### src/rtl/alu_dsp_stereo_if.sv
// Request/response bundle between an ALU sequencer and the stereo DSP MAC unit.
// Both lanes share one op word; each lane has its own A/B/C operands and P result.
interface alu_dsp_stereo_if #(
    parameter int AB_WIDTH = 18,
    parameter int P_WIDTH  = 48,
    parameter int OP_WIDTH = 9
);
    logic        [OP_WIDTH-1:0] dsp_op;
    logic signed [AB_WIDTH-1:0] dsp_al;
    logic signed [AB_WIDTH-1:0] dsp_bl;
    logic signed [P_WIDTH-1:0]  dsp_cl;
    logic signed [AB_WIDTH-1:0] dsp_ar;
    logic signed [AB_WIDTH-1:0] dsp_br;
    logic signed [P_WIDTH-1:0]  dsp_cr;
    logic signed [P_WIDTH-1:0]  dsp_pl;
    logic signed [P_WIDTH-1:0]  dsp_pr;
    logic                       p_valid;

    modport master (
        output dsp_op, dsp_al, dsp_bl, dsp_cl, dsp_ar, dsp_br, dsp_cr,
        input  dsp_pl, dsp_pr, p_valid
    );

    modport slave (
        input  dsp_op, dsp_al, dsp_bl, dsp_cl, dsp_ar, dsp_br, dsp_cr,
        output dsp_pl, dsp_pr, p_valid
    );
endinterface

### src/rtl/alu_dsp_stereo.sv
// Dual-lane 3-stage multiply/accumulate unit with DSP48A1-style X/Z post-adder.
// Left and right datapaths run in lockstep under one shared op/control pipeline.
module alu_dsp_stereo #(
    parameter int AB_WIDTH = 18,
    parameter int P_WIDTH  = 48,
    parameter int OP_WIDTH = 9
) (
    input logic            clk,
    input logic            reset_n,
    alu_dsp_stereo_if.slave dsp
);
    localparam int M_WIDTH = 2 * AB_WIDTH;
    localparam int N_LANES = 2;

    typedef enum logic [1:0] {
        X_ZERO = 2'd0,
        X_MULT = 2'd1,
        X_PIN  = 2'd2,
        X_RSVD = 2'd3
    } x_sel_e;

    typedef enum logic [1:0] {
        Z_ZERO = 2'd0,
        Z_PIN  = 2'd1,
        Z_CIN  = 2'd2,
        Z_RSVD = 2'd3
    } z_sel_e;

    // Shared control pipeline
    logic [OP_WIDTH-1:0] op1_q;
    logic [OP_WIDTH-1:0] op2_q;
    logic                valid_q;

    x_sel_e x_sel;
    z_sel_e z_sel;
    logic   post_sub;
    logic   p_en;

    // NOTE: state registers use non-blocking assignments so every stage
    // samples the previous stage's value from before the clock edge.
    always_ff @(posedge clk or negedge reset_n) begin
        if (!reset_n) begin
            op1_q   <= '0;
            op2_q   <= '0;
            valid_q <= 1'b0;
        end else begin
            op1_q   <= dsp.dsp_op;
            op2_q   <= op1_q;
            valid_q <= |op2_q;
        end
    end

    assign x_sel    = x_sel_e'(op2_q[1:0]);
    assign z_sel    = z_sel_e'(op2_q[3:2]);
    assign post_sub = op2_q[4];
    // An all-zero op is a bubble: P keeps its value at stage 3.
    assign p_en     = |op2_q;

    // Per-lane operand fan-in and result fan-out
    logic signed [AB_WIDTH-1:0] a_lane [N_LANES];
    logic signed [AB_WIDTH-1:0] b_lane [N_LANES];
    logic signed [P_WIDTH-1:0]  c_lane [N_LANES];
    logic signed [P_WIDTH-1:0]  p_lane [N_LANES];

    assign a_lane[0] = dsp.dsp_al;
    assign b_lane[0] = dsp.dsp_bl;
    assign c_lane[0] = dsp.dsp_cl;
    assign a_lane[1] = dsp.dsp_ar;
    assign b_lane[1] = dsp.dsp_br;
    assign c_lane[1] = dsp.dsp_cr;

    for (genvar l = 0; l < N_LANES; l++) begin : g_lane
        logic signed [AB_WIDTH-1:0] a_q;
        logic signed [AB_WIDTH-1:0] b_q;
        logic signed [P_WIDTH-1:0]  c1_q;
        logic signed [P_WIDTH-1:0]  c2_q;
        logic signed [P_WIDTH-1:0]  m_q;
        logic signed [P_WIDTH-1:0]  p_q;
        logic signed [P_WIDTH-1:0]  p_d;
        logic signed [M_WIDTH-1:0]  prod;
        logic signed [P_WIDTH-1:0]  x_val;
        logic signed [P_WIDTH-1:0]  z_val;

        assign prod = a_q * b_q;

        // NOTE: every combinational output gets a default first so no path
        // through the case statements can infer a latch.
        always_comb begin
            x_val = '0;
            z_val = '0;
            case (x_sel)
                X_MULT:  x_val = m_q;
                X_PIN:   x_val = p_q;
                default: x_val = '0;
            endcase
            case (z_sel)
                Z_PIN:   z_val = p_q;
                Z_CIN:   z_val = c2_q;
                default: z_val = '0;
            endcase
            p_d = post_sub ? (z_val - x_val) : (z_val + x_val);
        end

        always_ff @(posedge clk or negedge reset_n) begin
            if (!reset_n) begin
                a_q  <= '0;
                b_q  <= '0;
                c1_q <= '0;
                m_q  <= '0;
                c2_q <= '0;
                p_q  <= '0;
            end else begin
                a_q  <= a_lane[l];
                b_q  <= b_lane[l];
                c1_q <= c_lane[l];
                m_q  <= {{(P_WIDTH - M_WIDTH){prod[M_WIDTH-1]}}, prod};
                c2_q <= c1_q;
                if (p_en) begin
                    p_q <= p_d;
                end
            end
        end

        assign p_lane[l] = p_q;
    end

    assign dsp.dsp_pl  = p_lane[0];
    assign dsp.dsp_pr  = p_lane[1];
    assign dsp.p_valid = valid_q;

endmodule

### src/flat_wrapper.sv
// flat-port wrapper written by rule: the top's interface ports become plain ports
module alu_dsp_stereo_flat 
#(
    parameter int AB_WIDTH = 18,
    parameter int P_WIDTH  = 48,
    parameter int OP_WIDTH = 9
)
  (clk, reset_n, dsp_dsp_op, dsp_dsp_al, dsp_dsp_bl, dsp_dsp_cl, dsp_dsp_ar, dsp_dsp_br, dsp_dsp_cr, dsp_dsp_pl, dsp_dsp_pr, dsp_p_valid);
  alu_dsp_stereo_if #(.AB_WIDTH(AB_WIDTH), .P_WIDTH(P_WIDTH), .OP_WIDTH(OP_WIDTH)) dsp_i ();
  input logic clk;
  input logic reset_n;
  input wire logic [$bits(dsp_i.dsp_op)-1:0] dsp_dsp_op;
  input wire logic [$bits(dsp_i.dsp_al)-1:0] dsp_dsp_al;
  input wire logic [$bits(dsp_i.dsp_bl)-1:0] dsp_dsp_bl;
  input wire logic [$bits(dsp_i.dsp_cl)-1:0] dsp_dsp_cl;
  input wire logic [$bits(dsp_i.dsp_ar)-1:0] dsp_dsp_ar;
  input wire logic [$bits(dsp_i.dsp_br)-1:0] dsp_dsp_br;
  input wire logic [$bits(dsp_i.dsp_cr)-1:0] dsp_dsp_cr;
  output wire logic [$bits(dsp_i.dsp_pl)-1:0] dsp_dsp_pl;
  output wire logic [$bits(dsp_i.dsp_pr)-1:0] dsp_dsp_pr;
  output wire logic [$bits(dsp_i.p_valid)-1:0] dsp_p_valid;
  assign dsp_i.dsp_op = dsp_dsp_op;
  assign dsp_i.dsp_al = dsp_dsp_al;
  assign dsp_i.dsp_bl = dsp_dsp_bl;
  assign dsp_i.dsp_cl = dsp_dsp_cl;
  assign dsp_i.dsp_ar = dsp_dsp_ar;
  assign dsp_i.dsp_br = dsp_dsp_br;
  assign dsp_i.dsp_cr = dsp_dsp_cr;
  assign dsp_dsp_pl = dsp_i.dsp_pl;
  assign dsp_dsp_pr = dsp_i.dsp_pr;
  assign dsp_p_valid = dsp_i.p_valid;
  alu_dsp_stereo #(.AB_WIDTH(AB_WIDTH), .P_WIDTH(P_WIDTH), .OP_WIDTH(OP_WIDTH)) u_core (.clk(clk), .reset_n(reset_n), .dsp(dsp_i));
endmodule
### config.mk
export PLATFORM = sky130hd
export DESIGN_NAME = alu_dsp_stereo_flat
export DESIGN_NICKNAME = d
export VERILOG_FILES = /design/src/rtl/alu_dsp_stereo_if.sv /design/src/rtl/alu_dsp_stereo.sv /design/src/flat_wrapper.sv
export SDC_FILE = /design/constraint.sdc
export NUM_CORES = 2
export LEC_CHECK = 0
export BUFFER_PORTS_ARGS = -buffer_cell sky130_fd_sc_hd__buf_4
export CAP_MARGIN = 20
export CORE_MARGIN = 1.5
export CORE_UTILIZATION = 30
export DETAILED_ROUTE_END_ITERATION = 7
export GPL_ROUTABILITY_DRIVEN = 0
export SLEW_MARGIN = 20
export SYNTH_ARGS = -nofsm -noshare
export SYNTH_HDL_FRONTEND = slang
export SYNTH_SLANG_ARGS = --single-unit
### constraint.sdc
create_clock -name clk -period 8.4 [get_ports clk]
set_input_delay 1.68 -clock clk [delete_from_list [all_inputs] [get_ports clk]]
set_output_delay 1.68 -clock clk [all_outputs]
set_load 0.01 [all_outputs]
==> out/results.ini <==
[outcome]
status=finished with violations
violations=DRC

[logic_synthesis]
netlist_instances=4874
synth-edff-count=0
synthesis.area_um2=46600
synth_ff_type=dfrtp_1
avgSynthCellArea_um2=9.56
synth_cell_types=75
yosys_warnings=0
yosysSeqAreaShare_pct=24.2
synth-seq-cells=451
async_flop_share_pct=100
synth_nets=6001

[critical_path]
path_class=flip-flop to flip-flop
r2r_start=u_core.g_lane[0].b_q[9]
reg2reg_to=u_core.g_lane[0].m_q[33]
worstPathArrival_ns=7.87
ff2ff_path_depth=22
cp_max_fo=18
rrSetupSlack_ns=1.08
crit_path_start_kind=flip-flop
cp.required_ns=8.95
cp-end-kind=flip-flop

[floorplan]
die_area_um2=158000
die_h_um=397
die_w_um=397
io_pins=276
initial_core_util_pct=30.2
core_um2=154000
rows=144

[timing]
layout_min_cycle_time_ns=7.32
max-slew-margin-rel_pct=36.5
drv_slew=0
fin_worst_skew_ns=0.0158
worstMarginPinSlew_ns=0.952
fin_tns_setup_ns=0
hold_viol=0
final-setup-viol-count=0
max_freq_mhz=137
whs_ns=0.343
layout_worst_path_cycle_share_pct=87.1
rsz0062_at_grt=no

[layout]
antenna_cells=0
area_delta_synth_final_pct=12.9
finalNetCount=6136
drive_above_1_share_pct=8.29
n_fill_cell=15800

[global_routing]
grt_max_degree=138
antenna_found_initial=6
gr-total-overflow=0
grt_pass1_wl_mm=211
grt_usage_pct=17.2
grt_pass1_vias=35700

[clocking]
cts_tree=yes
postCtsSetupRepairBufs=0
clkTransAtPathRegs_ns=0.07
postCtsResizedCells=0
cts_made_buffers=57
htreeDepth=2
cts_sinks=451
holdBufCountCts=0
insertion_delay_ns=0.66
clk_path_buf_depth=3
ctsRootBufferMaster=clkbuf_16

[hold_path]
hold-path-endpoint=u_core.g_lane[1].c2_q[27]
holdCritStartpoint=u_core.g_lane[1].c1_q[27]
min_path_cells=0
hold_class=flip-flop to flip-flop

[placed_design]
hpwl_mm=106
portBuffers=275

[routing]
avgViaCountPerCell=4.87
num_vias=34600
drt_pass1_iterations=8
post_drt_wl_per_cell_um=19.0
drt-initial-drc-count=2477
ant_nets=0
drt-total-wl_mm=135
drc=24

[flow_run]
cap_violations=0

[worst max-delay path by stage]
stage                        startpoint                        to  slack, ns  cells after the start
3_3_place_gp    u_core.g_lane[0].a_q[7]  u_core.g_lane[0].m_q[35]       1.23                     22
2_1_floorplan           u_core.op2_q[0]     u_core.dsp.dsp_pr[43]       1.97                     28
4_1_cts        u_core.g_lane[0].a_q[11]  u_core.g_lane[0].m_q[33]       1.09                     20
6_report        u_core.g_lane[0].b_q[9]  u_core.g_lane[0].m_q[33]       1.08                     22
5_1_grt        u_core.g_lane[0].a_q[11]  u_core.g_lane[0].m_q[35]       0.60                     20
3_5_place_dp   u_core.g_lane[0].a_q[11]  u_core.g_lane[0].m_q[35]       1.11                     20
[synth_stat cells, types with 6 or more instances]
cell type  instances  area share, %
a2111oi_0          8           0.15
and4_1             6           0.11
o31a_1            10           0.19
o31ai_1           16           0.26
buf_2              9          0.097
nand3_1           56           0.60
xor2_1           116            2.2
a211oi_1          11           0.18
nor3_1            40           0.43
o21a_1            20           0.32
buf_6              6           0.14
dfrtp_1          451             24
o211ai_1          10           0.16
nor3b_1           11           0.18
o21bai_1          28           0.45
nor2_1           194            1.6
ha_1             288            7.7
nand2b_1          38           0.51
and3_1            25           0.34
a21o_1            89            1.4
nand2_1          540            4.3
nand4_1           17           0.23
a211o_1            6           0.11
a221oi_1           6           0.11
mux2i_1            7           0.15
buf_1             24           0.19
or3_1              9           0.12
clkbuf_1         177            1.4
o41ai_1            8           0.15
a21oi_1          237            2.5
inv_1            767            6.2
nor4_1            13           0.17
or2_2              6          0.081
a41oi_1           11           0.21
fa_1             660             28
and2_1           346            4.6
a22o_1            71            1.3
a31oi_1           44           0.59
a22oi_1          102            1.6
xnor2_1          115            2.2
nor2b_1          109            1.5
o21ai_0           97            1.0
a21boi_0           6          0.097
[area by class of cell]
class / count / area (um^2) / share of cell area, %
clock inverters: 30 / 415 / 0.789
multi-input cells: 3439 / 31600 / 60.1
inverters: 768 / 2890 / 5.48
flip-flops and latches: 451 / 11300 / 21.5
well taps: 2044 / 2560 / 4.86
repair buffers: 292 / 2240 / 4.25
clock buffers: 76 / 1600 / 3.04
[kinds of logic (layout without fill, tap and decap cells)]
kind of cell / count (synthesis) / after routing / share of synthesized area, %
xor+xnor: 232 / 232 / 4.38
mux: 8 / 8 / 0.175
fa+ha+maj: 948 / 948 / 36.1
buf+inv: 984 / 1166 / 8.05
compound gates: 822 / 822 / 11.9
flops: 451 / 451 / 24.2
simple gates: 1429 / 1429 / 15.2
[per-layer routing]
metal | part of all wire (%) | track usage (%) | wire [um] | vias up
met1 | 48 | 25.3 | 65200 | 17600
li1 | - | - | - | 15800
met3 | 5.9 | 2.77 | 8050 | 167
met5 | 0 | 0 | 0 | -
met4 | 2.5 | 4.45 | 3360 | 0
met2 | 43 | 25.9 | 58600 | 938
[layout by cell type, fill, tap and decap left out, types with 57 or more instances in the layout]
cell         n
buf_4      288
xor2_1     116
a21o_1      89
xnor2_1    115
a22o_1      71
fa_1       660
a22oi_1    102
ha_1       282
dfrtp_1    450
a21oi_1    237
inv_1      766
and2_1     346
nor2_1     194
nor2b_1    109
nand2_1    540
o21ai_0     97
clkbuf_16   57
[worst max-delay path, cell delays in order (launching register included)]
cell       delay (ns)
dfrtp_1          0.76
nand2_1          0.17
fa_1             0.57
inv_1            0.05
fa_1             0.55
inv_1            0.07
fa_1             0.53
inv_1            0.05
fa_1             0.45
fa_1             0.49
inv_1            0.05
fa_1             0.47
inv_1            0.04
ha_1             0.31
and3_1           0.19
nand3_1          0.13
a2111oi_0        0.69
nor2_1           0.25
o31a_1           0.32
o41ai_1          0.63
a21o_1           0.21
a21oi_1          0.07
xnor2_1          0.14
[state kept, by name, summed over array words and instances, names as in the netlist, 9 cells and up]
| register | cells |
|---|---|
| u_core.op2_q | 9 |
| u_core.dsp.dsp_pr | 48 |
| u_core.g_lane.a_q | 36 |
| u_core.g_lane.b_q | 36 |
| u_core.dsp.dsp_pl | 48 |
| u_core.g_lane.m_q | 72 |
| u_core.g_lane.c1_q | 96 |
| u_core.op1_q | 9 |
| u_core.g_lane.c2_q | 96 |
[per-stage QoR]
step	utilization (%)	cell area (um^2)	worst slack (ns)	cells
finish	34.1	52600	1.08	7100
global route	34.1	52600	0.596	7100
CTS	34.1	52600	1.09	7100
detailed placement	32.8	50600	1.11	6994
global placement	32.8	50600	1.23	6994
floorplan	-	46600	1.97	4874
Power is left out: the tool's default activity adds up to more than one toggle a clock period on the data nets, which glitch-free logic cannot reach.
